### src/rtl/mem_arbiter.sv
// Round-robin IFU/LSU arbiter driving one memory port for LAT cycles, then a one-cycle response.
// Handshake to next grant is LAT+2 cycles; both readies stay low while a transaction is in flight.
module mem_arbiter #(
  parameter int LAT = 1
) (
  input  logic        clk,
  input  logic        reset,
  input  logic        ifu_req_valid,
  output logic        ifu_req_ready,
  input  logic [63:0] ifu_addr,
  output logic        ifu_resp_valid,
  output logic [63:0] ifu_rdata,
  input  logic        lsu_req_valid,
  output logic        lsu_req_ready,
  input  logic [63:0] lsu_addr,
  input  logic        lsu_we,
  input  logic [63:0] lsu_wdata,
  input  logic [7:0]  lsu_wmask,
  output logic        lsu_resp_valid,
  output logic [63:0] lsu_rdata,
  output logic        mem_ce,
  output logic        mem_we,
  output logic [63:0] mem_addr,
  output logic [63:0] mem_wdata,
  output logic [7:0]  mem_wmask,
  input  logic [63:0] mem_rdata
);

  typedef enum logic [1:0] {IDLE, ACCESS, RESP} state_t;

  typedef struct packed {
    logic [63:0] addr;
    logic        we;
    logic [63:0] wdata;
    logic [7:0]  wmask;
  } req_t;

  localparam logic       OWN_IFU  = 1'b0;
  localparam logic       OWN_LSU  = 1'b1;
  localparam logic [3:0] LAST_CNT = 4'(LAT - 1);

  state_t      state;
  state_t      state_nxt;
  logic [3:0]  cnt;
  logic        owner;
  logic        last_grant;
  req_t        req_q;
  logic [63:0] ifu_rdata_q;
  logic [63:0] lsu_rdata_q;
  logic        ifu_hs;
  logic        lsu_hs;
  logic        access_done;
  logic [63:0] resp_dat;

  assign ifu_hs      = ifu_req_valid && ifu_req_ready;
  assign lsu_hs      = lsu_req_valid && lsu_req_ready;
  assign access_done = (state == ACCESS) && (cnt == LAST_CNT);
  assign resp_dat    = req_q.we ? 64'h0 : mem_rdata;

  always_ff @(posedge clk) begin
    if (reset) begin
      state <= IDLE;
    end else begin
      state <= state_nxt;
    end
  end

  always_comb begin
    state_nxt      = state;
    ifu_req_ready  = 1'b0;
    lsu_req_ready  = 1'b0;
    ifu_resp_valid = 1'b0;
    lsu_resp_valid = 1'b0;
    mem_ce         = 1'b0;
    mem_we         = 1'b0;
    case (state)
      IDLE: begin
        // On a conflict the requester that did not win last time goes first.
        if (!reset) begin
          ifu_req_ready = ifu_req_valid && (!lsu_req_valid || last_grant == OWN_LSU);
          lsu_req_ready = lsu_req_valid && (!ifu_req_valid || last_grant == OWN_IFU);
        end
        if (ifu_req_ready || lsu_req_ready) begin
          state_nxt = ACCESS;
        end
      end
      ACCESS: begin
        mem_ce = 1'b1;
        mem_we = req_q.we;
        if (access_done) begin
          state_nxt = RESP;
        end
      end
      RESP: begin
        ifu_resp_valid = !reset && (owner == OWN_IFU);
        lsu_resp_valid = !reset && (owner == OWN_LSU);
        state_nxt      = IDLE;
      end
      default: state_nxt = IDLE;
    endcase
  end

  always_ff @(posedge clk) begin
    if (reset) begin
      cnt         <= 4'h0;
      owner       <= OWN_IFU;
      last_grant  <= OWN_IFU;
      req_q       <= '0;
      ifu_rdata_q <= 64'h0;
      lsu_rdata_q <= 64'h0;
    end else begin
      if (ifu_hs) begin
        req_q      <= '{addr: ifu_addr, we: 1'b0, wdata: 64'h0, wmask: 8'h0};
        owner      <= OWN_IFU;
        last_grant <= OWN_IFU;
        cnt        <= 4'h0;
      end else if (lsu_hs) begin
        req_q      <= '{addr: lsu_addr, we: lsu_we, wdata: lsu_wdata, wmask: lsu_wmask};
        owner      <= OWN_LSU;
        last_grant <= OWN_LSU;
        cnt        <= 4'h0;
      end else if (state == ACCESS) begin
        cnt <= cnt + 4'h1;
      end
      // The owner's rdata register doubles as the response register and holds afterwards.
      if (access_done) begin
        if (owner == OWN_LSU) begin
          lsu_rdata_q <= resp_dat;
        end else begin
          ifu_rdata_q <= resp_dat;
        end
      end
    end
  end

  assign mem_addr  = req_q.addr;
  assign mem_wdata = req_q.wdata;
  assign mem_wmask = req_q.wmask;
  assign ifu_rdata = ifu_rdata_q;
  assign lsu_rdata = lsu_rdata_q;

endmodule
### config.mk
export PLATFORM = sky130hd
export DESIGN_NAME = mem_arbiter
export DESIGN_NICKNAME = d
export VERILOG_FILES = /design/src/rtl/mem_arbiter.sv
export SDC_FILE = /design/constraint.sdc
export NUM_CORES = 1
export LEC_CHECK = 0
export CORE_AREA = 4 4 210 212
export CTS_BUF_LIST = sky130_fd_sc_hd__clkbuf_8
export DETAILED_ROUTE_END_ITERATION = 6
export DIE_AREA = 0 0 214 216
export GPL_ROUTABILITY_DRIVEN = 0
export PLACE_DENSITY = 0.65
export SLEW_MARGIN = 20
export SYNTH_ARGS = -nofsm -noshare
export SYNTH_HDL_FRONTEND = slang
export SYNTH_SLANG_ARGS = --single-unit
### constraint.sdc
create_clock -name clk -period 1.7 [get_ports clk]
set_clock_uncertainty 0.05 [all_clocks]
set_input_delay 0.255 -clock clk [delete_from_list [all_inputs] [get_ports clk]]
set_output_delay 0.255 -clock clk [all_outputs]
set_load 0.005 [all_outputs]
==> results.txt, run 1 <==
Peak VDD IR = 0.697 mV
Vias per inst = 5.08
Crit path max fanout = 4
Worst Setup Path Type = register to primary output
Fmax = 0.517 GHz
Clk root buf = clkbuf_8
Largest net degree at the start of global routing = 67
Area Growth Syn to Fin = 60.1%
Final hold vios = 0
DR vias = 12300
Synthesized Nets = 1683
Global-route wire length before repair = 74100 µm
Dpl ws = -352 ps
Power density over cell area = 896 nW/µm²
Number of global-route vias before repair = 12600
Clk sink count = 272
Yosys reg bits = 272
Clk Latency, worst-skew pair = 620 ps
Drt wl/cell = 20.6 µm
Placed Cells = 2304
Antenna-violating nets left = 0
Run status = finished, violations left
Final max-slew violation count = 0
Most Crowded Layer GR = met2
Worst-Margin Slew = 647 ps
I/O Buffers = 538
Final setup fails = 17
RSZ-0062 raised after global routing = yes
Max-Cap Viols = 0
H-tree depth = 2
Met1 GRT Util = 22.9%
Mapped Area = 12100 µm²
Min-delay worst type = primary input to register
Filler Cells Inserted = 4077
Pre-antenna DRT Iters = 5
CTS tree = built
Failing checks = negative setup slack
Final worst path period share = 114%
Met2 usage = 33.5%
I/O Pins = 539
Synth Instances = 1412
EDFF count, synth = 0
Worst slew margin = 56.8%
Fin cells = 2429
Die Span Y = 216 µm
Share of cells above drive strength 1 = 15.8%
Startpoint types = register
Grt ovf = 0
CTS buffer count = 49
DR iter-0 viols = 853
Required @ worst endpoint = 1390 ps
Core region area = 41900 µm²
Yosys warns = 0
Leak = 0.00911 µW
Worst EP arrival = 1630 ps
Setup TNS Final = -1060 ps
Clock Pin Slew Worst Setup and Hold Paths = 60 ps
Starting density of the core = 29.0%
Total global-route track usage = 20.0%
Synth Flop Type = dfxtp_1
# rows = 75
HPWL Detailed = 33700 µm
CTS Buffer Depth = 3
Setup slack after layout = -233 ps
Fin crit period = 1930 ps
CP Capture Type = primary output
Chip width = 214 µm
Seq/Total Area, Yosys = 44.8%
DIE AREA = 46200 µm²
Initial antenna violation count = 5
DRC viols = 0
Layout Nets = 2121
Post-synthesis async set-or-reset flop share = 0%
Total wire length = 50000 µm
Syn_area_per_cell = 8.60 µm²
Synth cell types = 37
GR Layer Usage met3 = 7.79%
## kinds of logic after synthesis
kind of cell	share of synthesized area, %
buffers and inverters	14.3
AND/OR/NAND/NOR	15.7
multiplexers	10.5
AO/OA/AOI/OAI	14.4
adder cells (fa/ha/maj)	0.206
XOR/XNOR	0.144
flip-flops	44.8
## final cells by class
cell class / count / area [µm²] / share of cell area (%)
inverter: 29 / 114 / 0.586
clock inverter: 28 / 186 / 0.959
tap: 539 / 674 / 3.47
sequential: 272 / 5490 / 28.2
timing repair buffer: 664 / 6860 / 35.3
clock buffer: 61 / 840 / 4.32
multi-input combinational: 834 / 5280 / 27.2
antenna: 2 / 5.00 / 0.0257
## cells in the mapped netlist, types with 2 or more instances
library cell	n	area, µm²
a21oi_1	76	380
a31oi_1	64	400
a41o_1	23	230
buf_1	10	37.5
buf_2	31	155
buf_4	143	1070
clkbuf_1	92	345
dfxtp_1	272	5450
ha_1	2	25.0
inv_1	28	105
mux2i_1	128	1280
nand2_1	130	488
nand2b_1	2	12.5
nand3_1	203	1020
nand3b_1	2	15.0
nand4_1	41	257
nor2_1	8	30.0
o21ai_0	132	661
o21ai_1	6	30.0
or3_1	2	12.5
## timing repair
item / CTS / global route
pin swaps: 8 / 9
hold buffers: 1 / 0
setup buffers: 14 / 2
gates resized for setup: 404 / 131
cloned: 14 / 7
endpoints found under the hold margin: 1 / 0
setup endpoints to repair: 434 / 222
## state kept, by name, summed over array words and instances, names as in the netlist
| register | cells |
|---|---|
| lsu_rdata | 64 |
| mem_wmask | 8 |
| last_grant | 1 |
| state | 2 |
| cnt | 4 |
| ifu_rdata | 64 |
| mem_addr | 64 |
| req_q | 1 |
| mem_wdata | 64 |
## layout by cell type (no fill, tap or decap), types with 15 or more instances in the layout
| master | synthesis | routed |
|---|---|---|
| buf_4 | 143 | 59 |
| a31oi_1 | 64 | 64 |
| nand2_1 | 130 | 130 |
| clkdlybuf4s50_1 | 0 | 266 |
| dfxtp_1 | 272 | 251 |
| clkbuf_8 | 0 | 61 |
| a21oi_1 | 76 | 67 |
| o21ai_0 | 132 | 38 |
| buf_12 | 0 | 29 |
| dfxtp_2 | 0 | 15 |
| o21ai_2 | 0 | 39 |
| inv_1 | 28 | 41 |
| dlygate4sd2_1 | 0 | 264 |
| nand3_1 | 203 | 202 |
| o21ai_1 | 6 | 61 |
| mux2i_1 | 128 | 126 |
| nand4_1 | 41 | 41 |
| a41o_1 | 23 | 23 |
## per-layer routing
metal  part of all wire [%]  vias up
met5                  0.094        -
met3                     10      121
met4                    4.0        6
met2                     48      619
li1                       -     5749
met1                     38     5853
## critical path, stage by stage, from the launching register on
cell and delay [ps]:
dfxtp_4 360, buf_6 120, nor3_4 240, nand3_2 140
inv_2 80, buf_6 90
## final timing paths
kind              slack, ps             to  depth (start not counted)     startpoint
setup / recovery       -230  ifu_req_ready                          5       state[0]
hold / removal          120   mem_addr[48]                          4  ifu_req_valid
setup reg to reg        -60   mem_addr[48]                          6       state[0]
hold reg to reg         400  ifu_rdata[55]                          2  ifu_rdata[55]
## stage by stage
step	instance area [µm²]	utilization [%]	total power (µW)	hold slack [ps]
2_1_floorplan	12100	-	8790	346
3_3_place_gp	17600	42.0	10700	394
3_5_place_dp	17600	42.0	10700	401
4_1_cts	19100	45.5	17300	45.8
5_1_grt	19400	46.4	18200	90.1
6_report	19400	46.4	17400	116
## report_power, final
group | internal [µW] | switching (µW) | total [µW]
clock network | 3550 | 2870 | 6420
logic | 2060 | 1920 | 3980
registers | 6790 | 229 | 7020
Power figures use the tool's default switching activity.
==> run 2: changes to the inputs <==
--- a/config.mk
+++ b/config.mk
@@ -11,6 +11,7 @@
 export DIE_AREA = 0 0 214 216
 export GPL_ROUTABILITY_DRIVEN = 0
 export PLACE_DENSITY = 0.65
+export RECOVER_POWER = 100
 export SLEW_MARGIN = 20
 export SYNTH_ARGS = -nofsm -noshare
 export SYNTH_HDL_FRONTEND = slang
==> run 2 against run 1 <==
  * The flow still finishes with violations (negative setup slack)
  * First-iteration DRC count rose by 3.2%
  * Routed wire length rose by 0.12%
  * Critical path depth did not move
  * Sequential power barely moved
  * Fmax rose by 0.31%
  * Flip-flop and latch count did not move
  * Register-to-register slack improved by 20 ps
  * Setup slack improved by 5.9 ps
  * Largest cell class unchanged
==> results.txt, run 2 (synthesized netlist as in run 1, its figures left out) <==
DR vias = 12400 (+0.040%)
Final max-slew violation count = 0 (unchanged)
Core region area = 41900 µm² (unchanged)
Hold path cells = 4 (unchanged)
Clk root buf = clkbuf_8
Leak = 0.00908 µW (-0.31%)
R2R cell count = 6 (unchanged)
DIE AREA = 46200 µm² (unchanged)
Slowest CP cell = dfxtp_4
Power density over cell area = 898 nW/µm² (+0.28%)
Area Growth Syn to Fin = 59.4%
CP Cell Sequence = buf_6 > nor3_4 > nand3_2 > inv_2 > buf_6
Clock Pin Slew Worst Setup and Hold Paths = 60 ps (about the same)
Vias per inst = 5.09 (about the same)
Clk Latency, worst-skew pair = 620 ps (about the same)
Run status = finished, violations left
Delay-heaviest family, CP = simple AND/OR/NAND/NOR gates
Initial antenna violation count = 5 (unchanged)
Failing checks = negative setup slack
Fmax = 0.519 GHz (+0.31%)
Setup TNS Final = -1480 ps (-413 ps)
Chip width = 214 µm (unchanged)
Largest net degree at the start of global routing = 67 (unchanged)
Min-delay worst type = primary input to register
Global-route wire length before repair = 74100 µm (unchanged)
Worst-Margin Slew = 652 ps (+5.19 ps)
Die Span Y = 216 µm (unchanged)
Layout Nets = 2121 (unchanged)
Critical path buffer and inverter count = 3 (unchanged)
CP Capture Type = primary output
Placed Area = 17600 µm² (unchanged)
I/O Buffers = 538 (unchanged)
Grt ovf = 0 (unchanged)
Setup slack after layout = -227 ps (+5.92 ps)
Final worst path period share = 113% (-0.35 points)
WHS Endpoint = mem_addr[48]
Drt wl/cell = 20.6 µm (+0.12%)
Clk sink count = 272 (unchanged)
Final setup fails = 45 (+28)
Required @ worst endpoint = 1390 ps (about the same)
Number of global-route vias before repair = 12600 (unchanged)
Fin util = 46.2% (-0.18 points)
FF-to-FF setup slack = -40 ps (+20 ps)
Peak VDD IR = 0.688 mV (-1.4%)
Total global-route track usage = 20.0% (unchanged)
Antenna-violating nets left = 0 (unchanged)
Hold_sp = ifu_req_valid
DR iter-0 viols = 880 (+3.2%)
Starting density of the core = 29.0% (unchanged)
Worst Setup Path Type = register to primary output
Min Hold Slack = 107 ps (-8.59 ps)
Worst slew margin = 56.5% (-0.35 points)
Share of cells above drive strength 1 = 14.8% (-0.95 points)
I/O Pins = 539 (unchanged)
H-tree depth = 2 (unchanged)
CTS buffer count = 49 (unchanged)
Pre-antenna DRT Iters = 6 (+1)
HPWL Detailed = 33700 µm (unchanged)
Max-Cap Viols = 0 (unchanged)
Dominant cell type by count on the critical path = buf_6
# rows = 75 (unchanged)
Commonest non-fill, non-tap cell in the layout = dfxtp_1
Total wire length = 50100 µm (+0.12%)
Reg2reg start = state[1]
Startpoint types = register
Fin crit period = 1930 ps (-5.92 ps)
Finished Cell Area = 19400 µm² (-0.39%)
CTS tree = built
Crit path max fanout = 4 (unchanged)
Final hold vios = 0 (unchanged)
Worst reg2reg endpoint = mem_addr[8]
CTS Buffer Depth = 3 (unchanged)
DRC viols = 0 (unchanged)
WP depth = 5 (unchanged)
Commonest non-fill, non-tap cells in the layout = 269 x dfxtp_1, 266 x clkdlybuf4s50_1, 264 x dlygate4sd2_1
Worst EP arrival = 1620 ps (about the same)
CP max stage delay = 360 ps (about the same)
RSZ-0062 raised after global routing = yes
-- run 2: cell types whose count changed in the layout (fill, tap and decap cells not counted), sizes merged --
cell    before  now
clkbuf      67   70
buf        126  123
-- run 2: cell type report --
class	count	area, µm²
timing repair buffer	664	6820
multi-input combinational	834	5270
tap	539	674
antenna	2	5.00
inverter	29	111
clock inverter	28	186
fill	4097	22600
sequential	272	5460
clock buffer	61	840
-- run 2: worst min-delay path, stage by stage --
cell     delay [ps]
buf_2           150
buf_4           160
nand4_1          70
a31oi_1          80
-- run 2: timing repair --
item / CTS / global route
buffers inserted: 14 / 2
hold buffers: 1 / 0
gates resized for setup: 404 / 131
cloned: 14 / 7
hold endpoints to repair: 1 / 0
endpoints found under the setup margin: 434 / 222
pin swaps: 8 / 9
-- run 2: routing by layer --
layer | share of wire [%] | vias up | global-route usage (%)
li1 | - | 5750 | -
met1 | 38 | 5829 | 22.9
met2 | 48 | 645 | 33.5
met3 | 10 | 123 | 7.79
met4 | 4.0 | 6 | 8.10
met5 | 0.094 | - | 0
-- run 2: worst max-delay path by stage --
stage	startpoint	endpoint	slack, ps
after global routing	state[0]	ifu_req_ready	-290
after floorplan	cnt[0]	lsu_rdata[10]	80
after global placement	lsu_req_valid	lsu_req_ready	-340
after CTS	last_grant	lsu_req_ready	-270
final	state[0]	ifu_req_ready	-230
after detailed placement	lsu_req_valid	lsu_req_ready	-350
-- run 2: where the power goes --
group / total (µW) / leakage [µW] / internal, µW / switching [µW]
combinational: 3950 / 0.00629 / 2040 / 1920
clock: 6430 / 0.000578 / 3550 / 2880
sequential: 7020 / 0.00222 / 6780 / 230
total: 17400 / 0.00908 / 12400 / 5030
-- run 2: stage by stage --
| stage | cells | total power, µW | setup slack (ps) |
|---|---|---|---|
| after global placement | 2304 | 10700 | -336 |
| final | 2429 | 17400 | -227 |
| after CTS | 2421 | 17300 | -268 |
| after floorplan | 1412 | 8790 | 80.0 |
| after global routing | 2429 | 18100 | -290 |
| after detailed placement | 2304 | 10700 | -352 |
==> run 3: changes to the inputs <==
--- a/config.mk
+++ b/config.mk
@@ -9,7 +9,6 @@
 export CTS_BUF_LIST = sky130_fd_sc_hd__clkbuf_8
 export DETAILED_ROUTE_END_ITERATION = 6
 export DIE_AREA = 0 0 214 216
-export GPL_ROUTABILITY_DRIVEN = 0
 export PLACE_DENSITY = 0.65
 export RECOVER_POWER = 100
 export SLEW_MARGIN = 20
==> results of run 3 <==
The final DEF is identical to that of run 2; final timing and power are the same.
